==> config.mk <==
export PLATFORM = sky130hd
export DESIGN_NAME = dbgcmd01a
export DESIGN_NICKNAME = d
export VERILOG_FILES = /design/src/rtl/dbgcmd01a_pkg.sv /design/src/rtl/dbgcmd01a_txq.sv /design/src/rtl/dbgcmd01a.sv
export SDC_FILE = /design/constraint.sdc
export NUM_CORES = 1
export LEC_CHECK = 0
export BUFFER_PORTS_ARGS = -buffer_cell sky130_fd_sc_hd__buf_2
export CORE_MARGIN = 2
export CORE_UTILIZATION = 40
export CTS_BUF_LIST = sky130_fd_sc_hd__clkbuf_2 sky130_fd_sc_hd__clkbuf_4 sky130_fd_sc_hd__clkbuf_8
export CTS_CLUSTER_DIAMETER = 150
export DETAILED_ROUTE_END_ITERATION = 10
export SYNTH_ARGS = -nofsm -noshare
export SYNTH_HDL_FRONTEND = slang
export SYNTH_SLANG_ARGS = --single-unit
==> constraint.sdc <==
create_clock -name pavsv01a2dbgcmd01aRSClk -period 2.9 [get_ports pavsv01a2dbgcmd01aRSClk]
set_input_delay 0.58 -clock pavsv01a2dbgcmd01aRSClk [delete_from_list [all_inputs] [get_ports pavsv01a2dbgcmd01aRSClk]]
set_output_delay 0.58 -clock pavsv01a2dbgcmd01aRSClk [all_outputs]
set_load 0.03 [all_outputs]
==> src/rtl/dbgcmd01a_pkg.sv <==
// Shared types and byte constants for the debug command engine.
// Imported by the command FSM and its transmit queue.
package dbgcmd01a_pkg;

  typedef enum logic [2:0] {
    ST_IDLE,
    ST_GETADR,
    ST_GETDAT,
    ST_BUSRD,
    ST_TXSEND,
    ST_TXARM,
    ST_TXWAIT
  } state_t;

  localparam logic [7:0] OP_WR        = 8'h57;
  localparam logic [7:0] OP_RD        = 8'h52;
  localparam logic [7:0] RP_OK        = 8'h4B;
  localparam logic [7:0] RP_BADOP     = 8'h3F;
  localparam logic [7:0] RP_ERR       = 8'h21;
  localparam logic [7:0] BITRATE_ADDR = 8'hFF;

  function automatic logic is_op(input logic [7:0] b);
    return (b == OP_WR) || (b == OP_RD);
  endfunction

endpackage

==> src/rtl/dbgcmd01a_txq.sv <==
// Reply transmit handshake: holds the reply byte and issues one
// TxStart per load, then waits for the transmitter to go idle.
module dbgcmd01a_txq
  import dbgcmd01a_pkg::*;
(
  input  logic       clk_i,
  input  logic       rst_ni,
  input  logic       load_i,
  input  logic [7:0] byte_i,
  input  logic       tx_status_i,
  output logic       busy_o,
  output logic [7:0] tx_data_o,
  output logic       tx_start_o
);

  state_t     st_q, st_d;
  logic [7:0] data_q, data_d;
  logic       start_q, start_d;

  always_ff @(posedge clk_i) begin
    if (!rst_ni) begin
      st_q    <= ST_IDLE;
      data_q  <= 8'h00;
      start_q <= 1'b0;
    end else begin
      st_q    <= st_d;
      data_q  <= data_d;
      start_q <= start_d;
    end
  end

  always_comb begin
    st_d    = st_q;
    data_d  = data_q;
    start_d = 1'b0;
    unique case (st_q)
      ST_IDLE: begin
        if (load_i) begin
          data_d = byte_i;
          st_d   = ST_TXSEND;
        end
      end
      ST_TXSEND: begin
        if (!tx_status_i) begin
          start_d = 1'b1;
          st_d    = ST_TXARM;
        end
      end
      // transmitter needs a cycle before busy reflects the start
      ST_TXARM:  st_d = ST_TXWAIT;
      ST_TXWAIT: begin
        if (!tx_status_i) st_d = ST_IDLE;
      end
      default:   st_d = ST_IDLE;
    endcase
  end

  assign busy_o     = (st_q != ST_IDLE);
  assign tx_data_o  = data_q;
  assign tx_start_o = start_q;

endmodule

==> src/rtl/dbgcmd01a.sv <==
// Debug command engine: decodes W/R frames from the RS232 block,
// drives the register bus and queues one reply byte per frame.
module dbgcmd01a
  import dbgcmd01a_pkg::*;
#(
  parameter logic [7:0]  P_BITRATE_DEF = 8'h33,
  parameter logic [23:0] P_TIMEOUT     = 24'd2_500_000
) (
  input  logic       pavsv01a2dbgcmd01aRSClk,
  input  logic       pavsv01a2dbgcmd01aReset_n,
  input  logic [7:0] rsio_01a2dbgcmd01aRxData,
  input  logic [1:0] rsio_01a2dbgcmd01aRxStatus,
  output logic       dbgcmd01a2rsio_01aRxFetch,
  output logic [7:0] dbgcmd01a2rsio_01aTxData,
  output logic       dbgcmd01a2rsio_01aTxStart,
  input  logic       rsio_01a2dbgcmd01aTxStatus,
  output logic [3:0] dbgcmd01a2rsio_01aTxBitRate,
  output logic [3:0] dbgcmd01a2rsio_01aRxBitRate,
  output logic [7:0] dbgcmd01a2regbusAddr,
  output logic [7:0] dbgcmd01a2regbusWrData,
  output logic       dbgcmd01a2regbusWr,
  output logic       dbgcmd01a2regbusRd,
  input  logic [7:0] regbus2dbgcmd01aRdData
);

  logic       clk;
  logic       rst_n;
  logic [7:0] rx_data;

  assign clk     = pavsv01a2dbgcmd01aRSClk;
  assign rst_n   = pavsv01a2dbgcmd01aReset_n;
  assign rx_data = rsio_01a2dbgcmd01aRxData;

  state_t      state_q, state_d;
  logic        opwr_q, opwr_d;
  logic [7:0]  addr_q, addr_d;
  logic [7:0]  wdat_q, wdat_d;
  logic [7:0]  rate_q, rate_d;
  logic [23:0] tmr_q, tmr_d, tmr_inc;
  logic        fetch_q, fetch_d;
  logic        wr_q, wr_d;
  logic        rd_q, rd_d;
  logic        ph_q, ph_d;
  logic        take, rx_err, intake;
  logic        load;
  logic [7:0]  rep;
  logic        tx_busy;

  always_ff @(posedge clk) begin
    if (!rst_n) begin
      state_q <= ST_IDLE;
      opwr_q  <= 1'b0;
      addr_q  <= 8'h00;
      wdat_q  <= 8'h00;
      rate_q  <= P_BITRATE_DEF;
      tmr_q   <= 24'd0;
      fetch_q <= 1'b0;
      wr_q    <= 1'b0;
      rd_q    <= 1'b0;
      ph_q    <= 1'b0;
    end else begin
      state_q <= state_d;
      opwr_q  <= opwr_d;
      addr_q  <= addr_d;
      wdat_q  <= wdat_d;
      rate_q  <= rate_d;
      tmr_q   <= tmr_d;
      fetch_q <= fetch_d;
      wr_q    <= wr_d;
      rd_q    <= rd_d;
      ph_q    <= ph_d;
    end
  end

  // fetch_q doubles as the guard cycle against double consumption
  assign intake = (state_q == ST_IDLE) || (state_q == ST_GETADR) ||
                  (state_q == ST_GETDAT);
  assign take   = intake & rsio_01a2dbgcmd01aRxStatus[0] & ~fetch_q;
  assign rx_err = rsio_01a2dbgcmd01aRxStatus[1];

  always_comb begin
    state_d = state_q;
    opwr_d  = opwr_q;
    addr_d  = addr_q;
    wdat_d  = wdat_q;
    rate_d  = rate_q;
    tmr_d   = 24'd0;
    fetch_d = take;
    wr_d    = 1'b0;
    rd_d    = 1'b0;
    ph_d    = ph_q;
    load    = 1'b0;
    rep     = 8'h00;
    tmr_inc = (&tmr_q) ? tmr_q : tmr_q + 24'd1;
    if (state_q == ST_GETADR || state_q == ST_GETDAT) begin
      tmr_d = take ? 24'd0 : tmr_inc;
    end
    if (take && rx_err) begin
      load    = 1'b1;
      rep     = RP_ERR;
      state_d = ST_TXSEND;
    end else begin
      unique case (state_q)
        ST_IDLE: begin
          if (take && is_op(rx_data)) begin
            opwr_d  = (rx_data == OP_WR);
            state_d = ST_GETADR;
          end else if (take) begin
            load    = 1'b1;
            rep     = RP_BADOP;
            state_d = ST_TXSEND;
          end
        end
        ST_GETADR: begin
          if (take) begin
            addr_d = rx_data;
            if (opwr_q) begin
              state_d = ST_GETDAT;
            end else begin
              state_d = ST_BUSRD;
              ph_d    = 1'b0;
              rd_d    = (rx_data != BITRATE_ADDR);
            end
          end else if (tmr_inc >= P_TIMEOUT) begin
            state_d = ST_IDLE;
          end
        end
        ST_GETDAT: begin
          if (take) begin
            wdat_d = rx_data;
            if (addr_q == BITRATE_ADDR) rate_d = rx_data;
            else wr_d = 1'b1;
            load    = 1'b1;
            rep     = RP_OK;
            state_d = ST_TXSEND;
          end else if (tmr_inc >= P_TIMEOUT) begin
            state_d = ST_IDLE;
          end
        end
        ST_BUSRD: begin
          ph_d = 1'b1;
          if (ph_q) begin
            ph_d    = 1'b0;
            load    = 1'b1;
            rep     = (addr_q == BITRATE_ADDR) ? rate_q
                                               : regbus2dbgcmd01aRdData;
            state_d = ST_TXSEND;
          end
        end
        ST_TXSEND: begin
          if (!tx_busy) state_d = ST_IDLE;
        end
        default: state_d = ST_IDLE;
      endcase
    end
  end

  dbgcmd01a_txq u_txq (
    .clk_i       (clk),
    .rst_ni      (rst_n),
    .load_i      (load),
    .byte_i      (rep),
    .tx_status_i (rsio_01a2dbgcmd01aTxStatus),
    .busy_o      (tx_busy),
    .tx_data_o   (dbgcmd01a2rsio_01aTxData),
    .tx_start_o  (dbgcmd01a2rsio_01aTxStart)
  );

  assign dbgcmd01a2rsio_01aRxFetch   = fetch_q;
  assign dbgcmd01a2rsio_01aTxBitRate = rate_q[3:0];
  assign dbgcmd01a2rsio_01aRxBitRate = rate_q[7:4];
  assign dbgcmd01a2regbusAddr        = addr_q;
  assign dbgcmd01a2regbusWrData      = wdat_q;
  assign dbgcmd01a2regbusWr          = wr_q;
  assign dbgcmd01a2regbusRd          = rd_q;

endmodule
# Word-level counts from Yosys, hierarchy flattened
# Index checks and enable logic that the tools add are counted.
dict set report totals {
  register_bits 68
  latch_bits 0
  ramBits 0
  romBits 0
  output_inout_bits 36
  mem_count 0
}
dict set report op_classes {
  add_sub_neg 1
  multipliers 0
  div 0
  magnitude_cmp 1
  n_eq_ne 22
  shift 0
  muxes 33
  bitwise_logic 9
  n_reduce_logical 25
}
# op count
set ops {}
lappend ops {{3-bit 2-to-1 mux} 11}
lappend ops {{24-bit by 1-bit adder with 24-bit output, second input constant} 1}
lappend ops {{24-bit by 22-bit greater-or-equal comparator with 1-bit output, second input constant} 1}
lappend ops {{24-bit 2-to-1 mux} 1}
lappend ops {{8-bit 2-to-1 mux} 3}
lappend ops {{8-bit one-hot mux with 3 select lines} 1}
lappend ops {{24-bit AND reduction} 1}
lappend ops {{3-bit AND reduction} 6}
lappend ops {{8-bit by 7-bit == test with 1-bit output, second input constant} 2}
lappend ops {{3-bit one-hot mux with 5 select lines} 1}
lappend ops {{2-bit != test, second input constant} 7}
lappend ops {{3-bit == test, second input constant} 4}
lappend ops {{6-bit 2-to-1 mux} 2}
lappend ops {{3-bit one-hot mux with 4 select lines} 1}
lappend ops {{1-bit 2-to-1 mux} 10}
lappend ops {{8-bit == test, second input constant} 1}
lappend ops {{8-bit != test, second input constant} 1}
lappend ops {{4-bit AND reduction} 2}
lappend ops {{7-bit 2-to-1 mux} 1}
lappend ops {{1-bit NOT} 7}
lappend ops {{3-bit by 2-bit == test with 1-bit output, second input constant} 2}
lappend ops {{3-bit logical NOT} 2}
lappend ops {{3-bit != test, second input constant} 2}
lappend ops {{5-bit OR reduction} 1}
lappend ops {{14 further kinds} 20}

# Depth between registers and ports, before layout
dict set report logic_depth {
  word_depth 11
  mapped_depth 11
  depth_no_buf 9
}

# Modules after synthesis
# A second synthesis with hierarchy kept.
dict set report unflattened {
  cells_unflattened 393
  hier_area_um2 3448.3
}
# mod n_inst cells_per_inst area_per_inst_um2 seq_area_each_um2
set modules_own_cells {}
lappend modules_own_cells {dbgcmd01a 1 342 2970.3 1121.1}
lappend modules_own_cells {dbgcmd01a_txq 1 51 478.0 240.2}

# Worst setup path after synthesis
# Ideal clock, no wire load.
dict set report synth_timing {
  kind {input -> register}
  startpoint {input port rsio_01a2dbgcmd01aRxData[3]}
  endpoint {register u_txq.data_q[7], in the netlist u_txq.tx_data_o[7]}
  setup_time_ns 0.115
  arrival_ns 2.303
  slack_ns 0.481
  path_stages 9
  cell_sequence {or3_1 -> or4b_1 -> o211ai_2 -> and3_1 -> nand2b_1 -> buf_2 -> nor3_1 -> a21oi_1 -> nor2b_1}
}
dict set report synth_between {
  elab_chain_len 7
  elab_cells_between_ends 8
  classes_between {eq/ne (2); mux (3); reduce/logical (3)}
}
# item line
set synth_lines {}
lappend synth_lines {{start: declaration} dbgcmd01a.sv:11} ;# input logic [7:0] rsio_01a2dbgcmd01aRxData,
lappend synth_lines {{8-bit by 7-bit == test with 1-bit output} dbgcmd01a_pkg.sv:23} ;# return (b == OP_WR) || (b == OP_RD);
lappend synth_lines {{1-bit logical OR (*)} dbgcmd01a_pkg.sv:23}
lappend synth_lines {{1-bit logical AND (*)} dbgcmd01a.sv:105} ;# if (take && is_op(rx_data)) begin
lappend synth_lines {{1-bit 2-to-1 mux (*)} dbgcmd01a.sv:105}
lappend synth_lines {{1-bit one-hot mux with 3 select lines (*)} dbgcmd01a.sv:103} ;# unique case (state_q)
lappend synth_lines {{1-bit 2-to-1 mux (*)} dbgcmd01a.sv:98} ;# if (take && rx_err) begin
lappend synth_lines {{2-bit AND reduction (no source line) (*)} -}
lappend synth_lines {{end signal: assignment} dbgcmd01a_txq.sv:27} ;# data_q <= data_d;
lappend synth_lines {{end: declaration} dbgcmd01a_txq.sv:17} ;# logic [7:0] data_q, data_d;
# Mark *: on every way between the ends. The rest lies on a longest branch, timed or not.
# A chain may end at the register's enable or synchronous reset.

# Final worst setup path
dict set report layout_timing {
  startpoint {register tmr_q[12]}
  endpoint {register state_q[0]}
}
dict set report layout_between {
  elab_chain_len 6
  elab_cells_between_ends 8
  classes_between {add/sub (1); order compare (1); mux (5); reduce/logical (1)}
}
# item line
set layout_lines {}
lappend layout_lines {{start: declaration} dbgcmd01a.sv:39} ;# logic [23:0] tmr_q, tmr_d, tmr_inc;
lappend layout_lines {{start signal: assignment} dbgcmd01a.sv:67} ;# tmr_q <= tmr_d;
lappend layout_lines {{24-bit by 1-bit adder with 24-bit output / 24-bit AND reduction (equally long branches)} dbgcmd01a.sv:94} ;# tmr_inc = (&tmr_q) ? tmr_q : tmr_q + 24'd1;
lappend layout_lines {{24-bit 2-to-1 mux (*)} dbgcmd01a.sv:94}
lappend layout_lines {{24-bit by 22-bit greater-or-equal comparator with 1-bit output (*)} {dbgcmd01a.sv:124, dbgcmd01a.sv:136}}
lappend layout_lines {{3-bit 2-to-1 mux (*)} -}
lappend layout_lines {{3-bit 2-to-1 mux, on equally long branches} -}
lappend layout_lines {{3-bit one-hot mux with 5 select lines (*)} -}
lappend layout_lines {{end signal: assignment} dbgcmd01a.sv:62} ;# state_q <= state_d;
lappend layout_lines {{end: declaration} dbgcmd01a.sv:34} ;# state_t state_q, state_d;
# Marks and branches as above.

==> impl_results.html <==
<table>
<tr><th>Metric</th><th>Value</th></tr>
<tr><th colspan="2">Timing</th></tr>
<tr><td>Slew at the pin closest to its max-slew limit</td><td>between 0.5 and 0.6 ns</td></tr>
<tr><td>Post-route worst setup slack</td><td>0.430 ns</td></tr>
<tr><td>Final critical delay including setup and external delays</td><td>roughly 2.5 ns</td></tr>
<tr><td>Unrepaired setup endpoints after global routing</td><td>no</td></tr>
<tr><td>Final-report setup violation count</td><td>0</td></tr>
<tr><td>Headroom to the max-slew limit</td><td>0.603</td></tr>
<tr><td>Setup tns final</td><td>0 ns</td></tr>
<tr><td>Final Max Slew Viols</td><td>0</td></tr>
<tr><td>Share of the cycle needed by the critical path after routing</td><td>0.852</td></tr>
<tr><td>Post-Route Skew</td><td>~0.0062 ns</td></tr>
<tr><td>Hold WS</td><td>between 0.4 and 0.5 ns</td></tr>
<tr><td>Endpoints failing hold</td><td>0</td></tr>
<tr><td>Maximum clock frequency</td><td>405 MHz</td></tr>
<tr><th colspan="2">Floorplan</th></tr>
<tr><td>Number of top-level pins</td><td>57</td></tr>
<tr><td>Starting utilization of the core area</td><td>0.406</td></tr>
<tr><td>Die span in x</td><td>approximately 97 um</td></tr>
<tr><td>Area inside the core boundary</td><td>0.00859 mm^2</td></tr>
<tr><td>Number of placement rows</td><td>34</td></tr>
<tr><td>DIE AREA</td><td>around 0.0095 mm^2</td></tr>
<tr><td>Die height</td><td>around 97 um</td></tr>
<tr><th colspan="2">GRT</th></tr>
<tr><td>Grt ovf</td><td>0</td></tr>
<tr><td>Pin count of the biggest net entering global routing</td><td>36</td></tr>
<tr><td>Via count of the first global-routing pass</td><td>about 2800</td></tr>
<tr><td>Aggregate global-route resource usage</td><td>0.172</td></tr>
<tr><td>Initial antenna violation count</td><td>0</td></tr>
<tr><td>First-pass GRT wire length</td><td>roughly 14 mm</td></tr>
<tr><th colspan="2">Finish</th></tr>
<tr><td>Net count of the finished layout</td><td>between 400 and 500</td></tr>
<tr><td>Count of filler cells inserted in the layout</td><td>around 880</td></tr>
<tr><td>Relative area change from synthesis to final layout</td><td>15.8%</td></tr>
<tr><td>Fraction of layout instances using a drive strength above 1</td><td>0.221</td></tr>
<tr><td>ANT cells</td><td>0</td></tr>
<tr><th colspan="2">Drt</th></tr>
<tr><td>Starting DRT DRC Count</td><td>around 170</td></tr>
<tr><td>Via count</td><td>3072</td></tr>
<tr><td>Via-per-instance ratio</td><td>5.45</td></tr>
<tr><td>Routed length per instance</td><td>between 10 and 15 um</td></tr>
<tr><td>Post-detailed-route DRC marker count</td><td>0</td></tr>
<tr><td>Final antenna-violating net count</td><td>0</td></tr>
<tr><td>Total Routed Length</td><td>~8.0 mm</td></tr>
<tr><td>Total iterations of the first detailed-routing run</td><td>4</td></tr>
<tr><th colspan="2">Run status</th></tr>
<tr><td>Outcome</td><td>finished clean</td></tr>
<tr><th colspan="2">Worst hold path</th></tr>
<tr><td>Hold crit path type</td><td>reg -&gt; reg</td></tr>
<tr><td>Hold Path Depth</td><td>2</td></tr>
<tr><th colspan="2">Logic synthesis</th></tr>
<tr><td>Fraction of the mapped netlist area in simple logic gates</td><td>0.316</td></tr>
<tr><td>Main combinational cell family by area after synthesis</td><td>simple AND/OR/NAND/NOR gates</td></tr>
<tr><td>Synth Area in Compound Gates</td><td>0.139</td></tr>
<tr><td>Synthesized netlist net count</td><td>roughly 420</td></tr>
<tr><td>Adder-cell area share of the yosys netlist</td><td>0.00359</td></tr>
<tr><td>Synth unique cells</td><td>64</td></tr>
<tr><td>Yosys reg bits</td><td>68</td></tr>
<tr><td>Multiplexer share of the synthesized area</td><td>0.0804</td></tr>
<tr><td>Register area share after synthesis</td><td>0.391</td></tr>
<tr><td>Cells after synthesis</td><td>between 300 and 400</td></tr>
<tr><td>Predominant post-synthesis flop cell</td><td>sky130_fd_sc_hd__dfxtp_1</td></tr>
<tr><td>Average footprint of a synthesized cell</td><td>between 8 and 9 um^2</td></tr>
<tr><td>Share of synthesized flip-flops with an asynchronous set or reset</td><td>0</td></tr>
<tr><td>Netlist area before placement</td><td>between 0.003 and 0.004 mm^2</td></tr>
<tr><td>Number of enable-type register cells in the synthesized netlist</td><td>0</td></tr>
<tr><td>Post-synthesis share of cell area spent on xor and xnor gates</td><td>0.0402</td></tr>
<tr><td>Synthesis warning total</td><td>0</td></tr>
<tr><th colspan="2">Critical path</th></tr>
<tr><td>Category of the critical setup timing path</td><td>reg -&gt; reg</td></tr>
<tr><td>Data required, critical path</td><td>around 3.1 ns</td></tr>
<tr><td>R2r worst-path depth</td><td>8</td></tr>
<tr><td>Timing startpoint of the critical path</td><td>tmr_q[12]</td></tr>
<tr><td>Capturing element of the worst setup path</td><td>state_q[0]</td></tr>
<tr><td>Arrival time worst endpoint</td><td>between 2 and 3 ns</td></tr>
<tr><td>R2R Setup Slk</td><td>roughly 0.43 ns</td></tr>
<tr><td>Highest net fanout along the worst path</td><td>10</td></tr>
<tr><td>Endpoint of the worst-slack reg-to-reg timing path</td><td>state_q[0]</td></tr>
<tr><td>Sort of element at the start of the critical path</td><td>flip-flop</td></tr>
<tr><td>Beginning of the worst register-to-register path</td><td>tmr_q[12]</td></tr>
<tr><td>Sort of element at the end of the critical path</td><td>flip-flop</td></tr>
<tr><th colspan="2">CTS</th></tr>
<tr><td>Number of H-tree levels</td><td>3</td></tr>
<tr><td>Postcts setup bufs</td><td>0</td></tr>
<tr><td>Post-cts repair resize count</td><td>0</td></tr>
<tr><td>Insertion delay to the later sink of the worst-skew pair</td><td>between 0.3 and 0.4 ns</td></tr>
<tr><td>Post-cts hold buffer count</td><td>0</td></tr>
<tr><td>TritonCTS clock tree</td><td>built</td></tr>
<tr><td>Clock-pin slew of the registers on the worst-case setup and hold paths</td><td>about 0.070 ns</td></tr>
<tr><td>Number of buffers created by CTS</td><td>9</td></tr>
<tr><td>Worst-case clock buffer depth</td><td>2</td></tr>
<tr><td>Clock sink total</td><td>approximately 70</td></tr>
<tr><td>Cell chosen for the clock root</td><td>sky130_fd_sc_hd__clkbuf_8</td></tr>
<tr><th colspan="2">Power</th></tr>
<tr><td>Total power density per cell area</td><td>between 400 and 500 mW/mm^2</td></tr>
<tr><td>Worst supply voltage drop on vdd</td><td>0.221 mV</td></tr>
<tr><td>Leakage power of the design</td><td>1.54 nW</td></tr>
<tr><th colspan="2">Placement</th></tr>
<tr><td>Detailed placer's ending HPWL</td><td>5.87 mm</td></tr>
<tr><td>Post-Place Setup Slack</td><td>around 0.13 ns</td></tr>
<tr><td>Weighted congestion reported at the end of routability-driven placement</td><td>around 0.9</td></tr>
<tr><td>PortBufs</td><td>56</td></tr>
<tr><th colspan="2">Flow run</th></tr>
<tr><td>Count of max-cap constraint violations</td><td>0</td></tr>
</table>
-- through the flow --
stage | power, W | std cells | utilization | area, um^2
finish | 0.00176 | 564 | 0.469 | 4030
global route | 0.00183 | 564 | 0.469 | 4030
CTS | 0.00178 | 564 | 0.469 | 4030
detailed placement | 0.00111 | 550 | 0.451 | 3870
global placement | 0.00111 | 550 | 0.451 | 3870
floorplan | 0.00107 | 396 | - | 3480
-- cells in the final DEF, fill, tap and decap left out, types with 3 or more instances in the layout --
| cell type | netlist | routed |
|---|---|---|
| sky130_fd_sc_hd__a21boi_0 | 4 | 4 |
| sky130_fd_sc_hd__a21boi_1 | 5 | 5 |
| sky130_fd_sc_hd__a21oi_1 | 14 | 14 |
| sky130_fd_sc_hd__a31oi_1 | 3 | 3 |
| sky130_fd_sc_hd__and3_1 | 7 | 7 |
| sky130_fd_sc_hd__and4_1 | 3 | 3 |
| sky130_fd_sc_hd__buf_2 | 6 | 56 |
| sky130_fd_sc_hd__buf_4 | 3 | 8 |
| sky130_fd_sc_hd__clkbuf_8 | 0 | 10 |
| sky130_fd_sc_hd__clkinv_2 | 0 | 3 |
| sky130_fd_sc_hd__dfxtp_1 | 68 | 68 |
| sky130_fd_sc_hd__inv_1 | 5 | 5 |
| sky130_fd_sc_hd__mux2i_1 | 28 | 28 |
| sky130_fd_sc_hd__nand2_1 | 31 | 31 |
| sky130_fd_sc_hd__nand2b_1 | 8 | 8 |
| sky130_fd_sc_hd__nand3_1 | 34 | 34 |
| sky130_fd_sc_hd__nand4_1 | 10 | 10 |
| sky130_fd_sc_hd__nor2_1 | 35 | 35 |
| sky130_fd_sc_hd__nor2b_1 | 25 | 25 |
| sky130_fd_sc_hd__nor3_1 | 14 | 14 |
| sky130_fd_sc_hd__nor4_1 | 3 | 3 |
| sky130_fd_sc_hd__o211ai_1 | 4 | 4 |
| sky130_fd_sc_hd__o21ai_0 | 11 | 11 |
| sky130_fd_sc_hd__or3_1 | 3 | 3 |
| sky130_fd_sc_hd__xnor2_1 | 9 | 9 |
| sky130_fd_sc_hd__xor2_1 | 7 | 7 |
-- area by class of cell --
type | instances | area [um^2] | share of cell area
Inverter | 5 | 18.8 | 0.00465
Sequential cell | 68 | 1360 | 0.337
Timing Repair Buffer | 64 | 340 | 0.0844
Multi-Input combinational cell | 305 | 2020 | 0.500
Tap cell | 108 | 135 | 0.0335
Clock inverter | 3 | 15.0 | 0.00372
Clock buffer | 11 | 145 | 0.0360
-- synth_stat cells (5+ instances only) --
cell	number	share of area
sky130_fd_sc_hd__clkbuf_1	9	0.0097
sky130_fd_sc_hd__buf_2	6	0.0086
sky130_fd_sc_hd__nor3_1	14	0.020
sky130_fd_sc_hd__o21ai_0	11	0.016
sky130_fd_sc_hd__nand2b_1	8	0.014
sky130_fd_sc_hd__xnor2_1	9	0.023
sky130_fd_sc_hd__xor2_1	7	0.018
sky130_fd_sc_hd__and3_1	7	0.013
sky130_fd_sc_hd__a21oi_1	14	0.020
sky130_fd_sc_hd__inv_1	5	0.0054
sky130_fd_sc_hd__nand4_1	10	0.018
sky130_fd_sc_hd__nand2_1	31	0.033
sky130_fd_sc_hd__mux2i_1	28	0.080
sky130_fd_sc_hd__nor2_1	35	0.038
sky130_fd_sc_hd__a21boi_1	5	0.011
sky130_fd_sc_hd__nor2b_1	25	0.045
sky130_fd_sc_hd__nand3_1	34	0.049
sky130_fd_sc_hd__dfxtp_1	68	0.39
-- per-layer routing --
metal	part of all wire	GRT usage	routed length (um)
met1	0.49	0.240	3910
met2	0.45	0.265	3590
met3	0.045	0.0345	356
met4	0.014	0.0641	110
met5	0	0	0
-- worst max-delay path, cell delays in order, from the launching register on --
cell,delay [ns]
sky130_fd_sc_hd__dfxtp_1,0.48
sky130_fd_sc_hd__nand4_4,0.26
sky130_fd_sc_hd__nor4_2,0.57
sky130_fd_sc_hd__a21oi_1,0.18
sky130_fd_sc_hd__xnor2_1,0.25
sky130_fd_sc_hd__o311ai_2,0.15
sky130_fd_sc_hd__a21oi_2,0.20
sky130_fd_sc_hd__o21ai_2,0.09
sky130_fd_sc_hd__o41ai_2,0.19
-- worst min-delay path by stage --
| stage | start | end | slack, ns |
|---|---|---|---|
| 2_1_floorplan | tmr_q[1] | tmr_q[1] | 0.46 |
| 3_3_place_gp | u_txq.tx_data_o[4] | u_txq.tx_data_o[4] | 0.44 |
| 3_5_place_dp | u_txq.tx_data_o[4] | u_txq.tx_data_o[4] | 0.45 |
| 4_1_cts | rsio_01a2dbgcmd01aTxStatus | u_txq.tx_start_o | 0.45 |
| 5_1_grt | rsio_01a2dbgcmd01aTxStatus | u_txq.st_q[0] | 0.47 |
| 6_report | u_txq.tx_data_o[4] | u_txq.tx_data_o[4] | 0.45 |
-- flip-flops by register name, summed over array words and instances, names as in the netlist --
| signal | count |
|---|---|
| u_txq.st_q | 3 |
| tmr_q | 24 |
| u_txq.tx_start_o | 1 |
| dbgcmd01a2regbusWrData | 8 |
| state_q | 3 |
| dbgcmd01a2rsio_01aRxFetch | 1 |
| dbgcmd01a2regbusWr | 1 |
| u_txq.tx_data_o | 8 |
| rate_q | 8 |
| ph_q | 1 |
| dbgcmd01a2regbusAddr | 8 |
| opwr_q | 1 |
| dbgcmd01a2regbusRd | 1 |
-- power breakdown --
| part | internal [W] | leakage, nW | total (W) | switching, W |
|---|---|---|---|---|
| clock | 0.000329 | 0.0882 | 0.000664 | 0.000334 |
| sequential | 0.000947 | 0.549 | 0.000955 | 0.00000816 |
| combinational | 0.0000523 | 0.904 | 0.000139 | 0.0000867 |
-- kinds of logic (layout without fill, tap and decap cells) --
family,Yosys count,after routing
adders and majority gates,1,1
and+or+nand+nor,195,195
buffers and inverters,23,83
AOI/OAI and AO/OA,65,65
xor gates and xnor gates,16,16
muxes,28,28
DFF,68,68
(Power assumes the default switching activity.)
